## config.mk

```make
export PLATFORM = sky130hd
export DESIGN_NAME = rf_write_arbiter
export DESIGN_NICKNAME = d
export VERILOG_FILES = /design/src/rtl/rf_write_arbiter.sv
export SDC_FILE = /design/constraint.sdc
export NUM_CORES = 1
export LEC_CHECK = 0
export CORE_ASPECT_RATIO = 2
export CORE_MARGIN = 5
export CORE_UTILIZATION = 18
export DETAILED_ROUTE_END_ITERATION = 10
export GPL_TIMING_DRIVEN = 0
export PLACE_DENSITY = 0.84
export SLEW_MARGIN = 20
export SYNTH_ARGS = -nofsm -noshare
export SYNTH_HDL_FRONTEND = slang
export SYNTH_SLANG_ARGS = --single-unit
```

## constraint.sdc

```tcl
create_clock -name clk -period 2.6 [get_ports clk]
set_clock_uncertainty 0.1 [all_clocks]
set_input_delay 0.52 -clock clk [delete_from_list [all_inputs] [get_ports clk]]
set_output_delay 0.52 -clock clk [all_outputs]
set_load 0.05 [all_outputs]
```

## src/rtl/rf_write_arbiter.sv

```systemverilog
// Write-port arbiter for the RV32IM register file: WB vs. MDU with a bounded-starvation FSM.
// Optional pending-write scoreboard is built when RF_ARB_SCOREBOARD_EN is defined.
//
// state | meaning
// IDLE  | no MDU result waiting, WB has priority
// WAIT  | MDU result blocked by WB, starvation counter running
// FORCE | WB stalled for one cycle, MDU owns the write port
module rf_write_arbiter #(
   parameter int unsigned STARVE_LIMIT = 4
) (
   input  logic        clk,
   input  logic        rst,
   input  logic        wb_wen,
   input  logic [4:0]  wb_rd_addr,
   input  logic [31:0] wb_rd_data,
   output logic        wb_stall,
   input  logic        mdu_valid,
   input  logic [4:0]  mdu_rd_addr,
   input  logic [31:0] mdu_rd_data,
   output logic        mdu_ready,
   input  logic        issue_valid,
   input  logic [4:0]  issue_rd_addr,
   output logic        issue_waw,
   input  logic [4:0]  rs1_addr,
   input  logic [4:0]  rs2_addr,
   input  logic [4:0]  id_rd_addr,
   output logic        rs1_busy,
   output logic        rs2_busy,
   output logic        id_rd_busy,
   output logic        rf_wen,
   output logic [4:0]  rf_rd_addr,
   output logic [31:0] rf_rd_data
);

   typedef enum logic [1:0] {IDLE = 2'd0, WAIT = 2'd1, FORCE = 2'd2} state_t;

   localparam logic [3:0] LIMIT = 4'(STARVE_LIMIT);

   state_t     state_q, state_d;
   logic [3:0] cnt_q, cnt_d;
   logic       wb_stall_q, wb_stall_d;
   logic       wb_req, force_act, wb_grant, mdu_grant, mdu_blocked;

   always_comb begin
      wb_req      = wb_wen && (wb_rd_addr != 5'd0);
      force_act   = (state_q == FORCE);
      wb_grant    = !rst && wb_req && !force_act;
      mdu_grant   = !rst && mdu_valid && (!wb_req || force_act);
      mdu_blocked = mdu_valid && !mdu_grant;
   end

   assign mdu_ready = mdu_grant;
   assign wb_stall  = wb_stall_q;

   // An MDU result for x0 is consumed here but never reaches the register file.
   always_comb begin
      rf_wen     = 1'b0;
      rf_rd_addr = '0;
      rf_rd_data = '0;
      if (wb_grant) begin
         rf_wen     = 1'b1;
         rf_rd_addr = wb_rd_addr;
         rf_rd_data = wb_rd_data;
      end else if (mdu_grant && (mdu_rd_addr != 5'd0)) begin
         rf_wen     = 1'b1;
         rf_rd_addr = mdu_rd_addr;
         rf_rd_data = mdu_rd_data;
      end
   end

   always_comb begin
      cnt_d = cnt_q;
      if (!mdu_blocked) begin
         cnt_d = '0;
      end else if (cnt_q != 4'hF) begin
         cnt_d = cnt_q + 4'd1;
      end

      state_d = state_q;
      case (state_q)
         IDLE, WAIT: begin
            if (!mdu_blocked) begin
               state_d = IDLE;
            end else if (cnt_d >= LIMIT) begin
               state_d = FORCE;
            end else begin
               state_d = WAIT;
            end
         end
         FORCE:   state_d = IDLE;
         default: state_d = IDLE;
      endcase

      wb_stall_d = (state_d == FORCE);
   end

   always_ff @(posedge clk) begin
      if (rst) begin
         state_q    <= IDLE;
         cnt_q      <= '0;
         wb_stall_q <= 1'b0;
      end else begin
         state_q    <= state_d;
         cnt_q      <= cnt_d;
         wb_stall_q <= wb_stall_d;
      end
   end

`ifdef RF_ARB_SCOREBOARD_EN
   logic [31:0] pending_q, pending_d;

   // Issue is applied after commit so a same-cycle set of the same rd wins.
   always_comb begin
      pending_d = pending_q;
      if (mdu_grant) begin
         pending_d[mdu_rd_addr] = 1'b0;
      end
      if (issue_valid) begin
         pending_d[issue_rd_addr] = 1'b1;
      end
      pending_d[0] = 1'b0;
   end

   always_ff @(posedge clk) begin
      if (rst) begin
         pending_q <= '0;
      end else begin
         pending_q <= pending_d;
      end
   end

   always_comb begin
      rs1_busy   = !rst && (rs1_addr != 5'd0) && pending_q[rs1_addr];
      rs2_busy   = !rst && (rs2_addr != 5'd0) && pending_q[rs2_addr];
      id_rd_busy = !rst && (id_rd_addr != 5'd0) && pending_q[id_rd_addr];
      issue_waw  = !rst && pending_q[issue_rd_addr];
   end
`else
   logic unused_sb_inputs;
   assign unused_sb_inputs = ^{issue_valid, issue_rd_addr, rs1_addr, rs2_addr, id_rd_addr};

   assign rs1_busy   = 1'b0;
   assign rs2_busy   = 1'b0;
   assign id_rd_busy = 1'b0;
   assign issue_waw  = 1'b0;
`endif

endmodule

```

==> impl_metrics.csv <==
group,metric,value,unit
setup_path,cpMaxStageDelayCell,"or4_4",
sta,setup_viol_count_final,39,
clock_network,cts_inserted_buffers,3,
place,io_buffers,117,
run_status,violations,"negative setup slack",
flow_run,cap_violations,0,
sta,worst_pin_slew,0.503,ns
route,wl,4.80,mm
power,p_leak,0.00128,uW
final_layout,seq_area,140,sq um
clock_network,cts_root_buf,"clkbuf_8",
power,p_clk_share,18.4,%
place,dp_cells,257,
final_layout,final_area,2890,sq um
final_layout,layout.nets,323,
synthesis,ys_seq_elements,7,
global_routing,grt_pass1_vias,1481,
floorplanning,dieHeight,102,um
clock_network,path_clk_slew,0.04,ns
synthesis,yosys.cell_types.count,28,
route,routed-via-count,1284,
final_layout,fill_cells,285,
synthesis,synth_top_area_share,42.4,%
final_layout,area_delta_synth_final,278,%
floorplanning,initial_core_util,18.5,%
sta,fin_ws,-0.363,ns
synthesis,synth_flop_cell,"dfxtp_1",
floorplanning,dieArea,5730,sq um
synthesis,syn-instance-count,85,
global_routing,grt-ovfl-total,0,
route,ant_nets,0,
worst_hold_path,hold_class,"flip-flop to flip-flop",
sta,rsz0062_at_grt,"yes",
synthesis,synth-edff-count,0,
route,drtIter0Drc,20,
route,vias_per_cell,4.69,
final_layout,multi_input_area,897,sq um
power,p_int,534,uW
clock_network,clk_latency,0.23,ns
floorplanning,placementRows,33,
power,worst_ir_drop_vdd,0.193,mV
power,p_per_area,296,nW/um^2
setup_path,path_max_fanout,6,
clock_network,cts_tree,"done",
clock_network,htreeDepth,1,
setup_path,cp_top_family,"simple AND/OR/NAND/NOR gates",
power,swShare,37.6,%
setup_path,worst-path-buf-inv,4,
floorplanning,fp.dieW,56.1,um
sta,fmax,337,MHz
clock_network,cts_sinks,7,
global_routing,grt_max_degree,11,
sta,finalSetupTns,-12.19,ns
sta,period_minus_slack,2.96,ns
synthesis,yosys.area.top_type,"a22o_1",
final_layout,stdcell_count,274,
global_routing,antenna_found_initial,0,
synthesis,ys_seq_area_share,18.3,%
synthesis,postSynthAreaPerCell,8.99,sq um
clock_network,cts_buffer_depth,2,
sta,maxSlewViolCount,0,
final_layout,drive_above_1_share,52.3,%
final_layout,diodes,0,
setup_path,critPathLaunchType,"primary input",
sta,hold_viol,0,
synthesis,ys_async_sr_fraction,0,%
synthesis,yosys-top-cells-area,"a22o_1, dfxtp_1, buf_6",
route,routedWlPerCell,17.5,um
global_routing,grt.total_usage,16.5,%
place,post-dp-hpwl,3.74,mm
setup_path,max_stage_delay,0.53,ns
global_routing,grt_pass1_wl,7.53,mm
sta,hold_slack,0.391,ns
place,gp_congestion,0.781,
route,drc,0,
synthesis,synth_area,764,sq um
floorplanning,num_io_pins,143,
sta,max_slew_margin,66.4,%
power,seq_power_share,12.9,%
route,drt_first_pass_iters,4,
place,post-place-ws,-1.55,ns
setup_path,path_common_cell,"buf_6",
sta,finalCritPeriodShare,114,%
setup_path,end_kind,"output pin",
place,dpl_cell_area,2350,sq um
setup_path,worst_ep_arrival_time,2.34,ns
setup_path,crit_chain,"buf_6, or4_4, o221a_4, nor4b_4, buf_6, clkbuf_16, a22o_4, buf_8",
setup_path,critPathKind,"primary input to output pin",
power,comb_power_share,68.7,%
synthesis,yosysWarningCount,0,
clock_network,hold_buffers,0,
power,p_sw,321,uW
floorplanning,core,4130,sq um
setup_path,worstPathRequired,1.98,ns
run_status,status,"finished with violations",
[final timing paths]
path                                     startpoint  depth (start not counted)                    end  slack [ns]
worst min register to register  cnt_q[3]$_SDFF_PP0_                          1  state_q[0]$_SDFF_PP0_        0.39
worst min-delay path            cnt_q[3]$_SDFF_PP0_                          1  state_q[0]$_SDFF_PP0_        0.39
worst max register to register  cnt_q[0]$_SDFF_PP0_                          5  state_q[1]$_SDFF_PP0_        1.21
worst max-delay path                  wb_rd_addr[0]                          8         rf_rd_data[20]       -0.36
[stage by stage]
step / util, % / total power (uW)
after global routing: 70.0 / 888
after detailed placement: 56.8 / 596
after global placement: 56.8 / 593
after CTS: 68.4 / 848
after floorplan: - / 383
final: 70.0 / 855
[sequential cells by signal (all words and copies together), names as in the netlist]
name and count:
wb_stall 1, cnt_q 4, state_q 2
[Yosys cell counts (all sizes together) (2+ instances only)]
| master | n |
|---|---|
| a22o | 37 |
| buf | 10 |
| dfxtp | 7 |
| nor2 | 4 |
| nor3 | 3 |
| a211oi | 2 |
| inv | 2 |
| nand2 | 2 |
| or4 | 2 |
[what timing repair did]
item	CTS	global route
gates cloned	3	2
setup endpoints to repair	39	39
pin swaps	13	6
hold endpoints to repair	0	0
setup buffers	7	3
gates resized for setup	357	8
[area by class of cell]
type	count	share of cell area [%]
timing repair buffer	131	55.2
multi-input combinational	68	31.0
sequential	7	4.85
buffer	10	4.76
tap	52	2.25
clock buffer	3	1.43
inverter	2	0.260
clock inverter	1	0.173
[power by group through the flow]
stage / clock [uW] / combinational, uW / sequential [uW]
CTS: 159 / 578 / 111
global placement: 0 / 481 / 112
detailed placement: 0 / 484 / 112
global route: 166 / 612 / 111
finish: 157 / 587 / 111
floorplan: 0 / 271 / 112
[cells in the final DEF, fill, tap and decap left out, drive strengths merged, types with 2 or more instances in the layout]
cell type / n
a211oi: 2
a22o: 37
buf: 64
clkbuf: 6
clkdlybuf4s50: 70
conb: 4
dfxtp: 7
dlygate4sd2: 4
inv: 2
nand2: 2
nor2: 4
nor3: 3
or4: 2
[routing by layer]
layer  vias to the layer above  part of all wire, %  global-route usage (%)
met5                         -                    0                       0
met4                         0                 0.46                    2.74
met1                       585                   30                    16.1
li1                        614                    -                       -
met2                        82                   59                    32.8
met3                         3                   10                    6.32
[cells by family (layout without fill, tap and decap cells)]
kind of cell	Yosys count	after routing	share of synthesized area, %
AOI/OAI and AO/OA	42	42	48.3
and+or+nand+nor	19	19	17.0
buffers and inverters	13	147	11.8
DFF	7	7	18.3
adders and majority gates	1	1	1.64
other	1	4	0.491
xor gates and xnor gates	1	1	1.15
muxes	1	1	1.31
No activity file was read; power rests on OpenSTA's default activity.
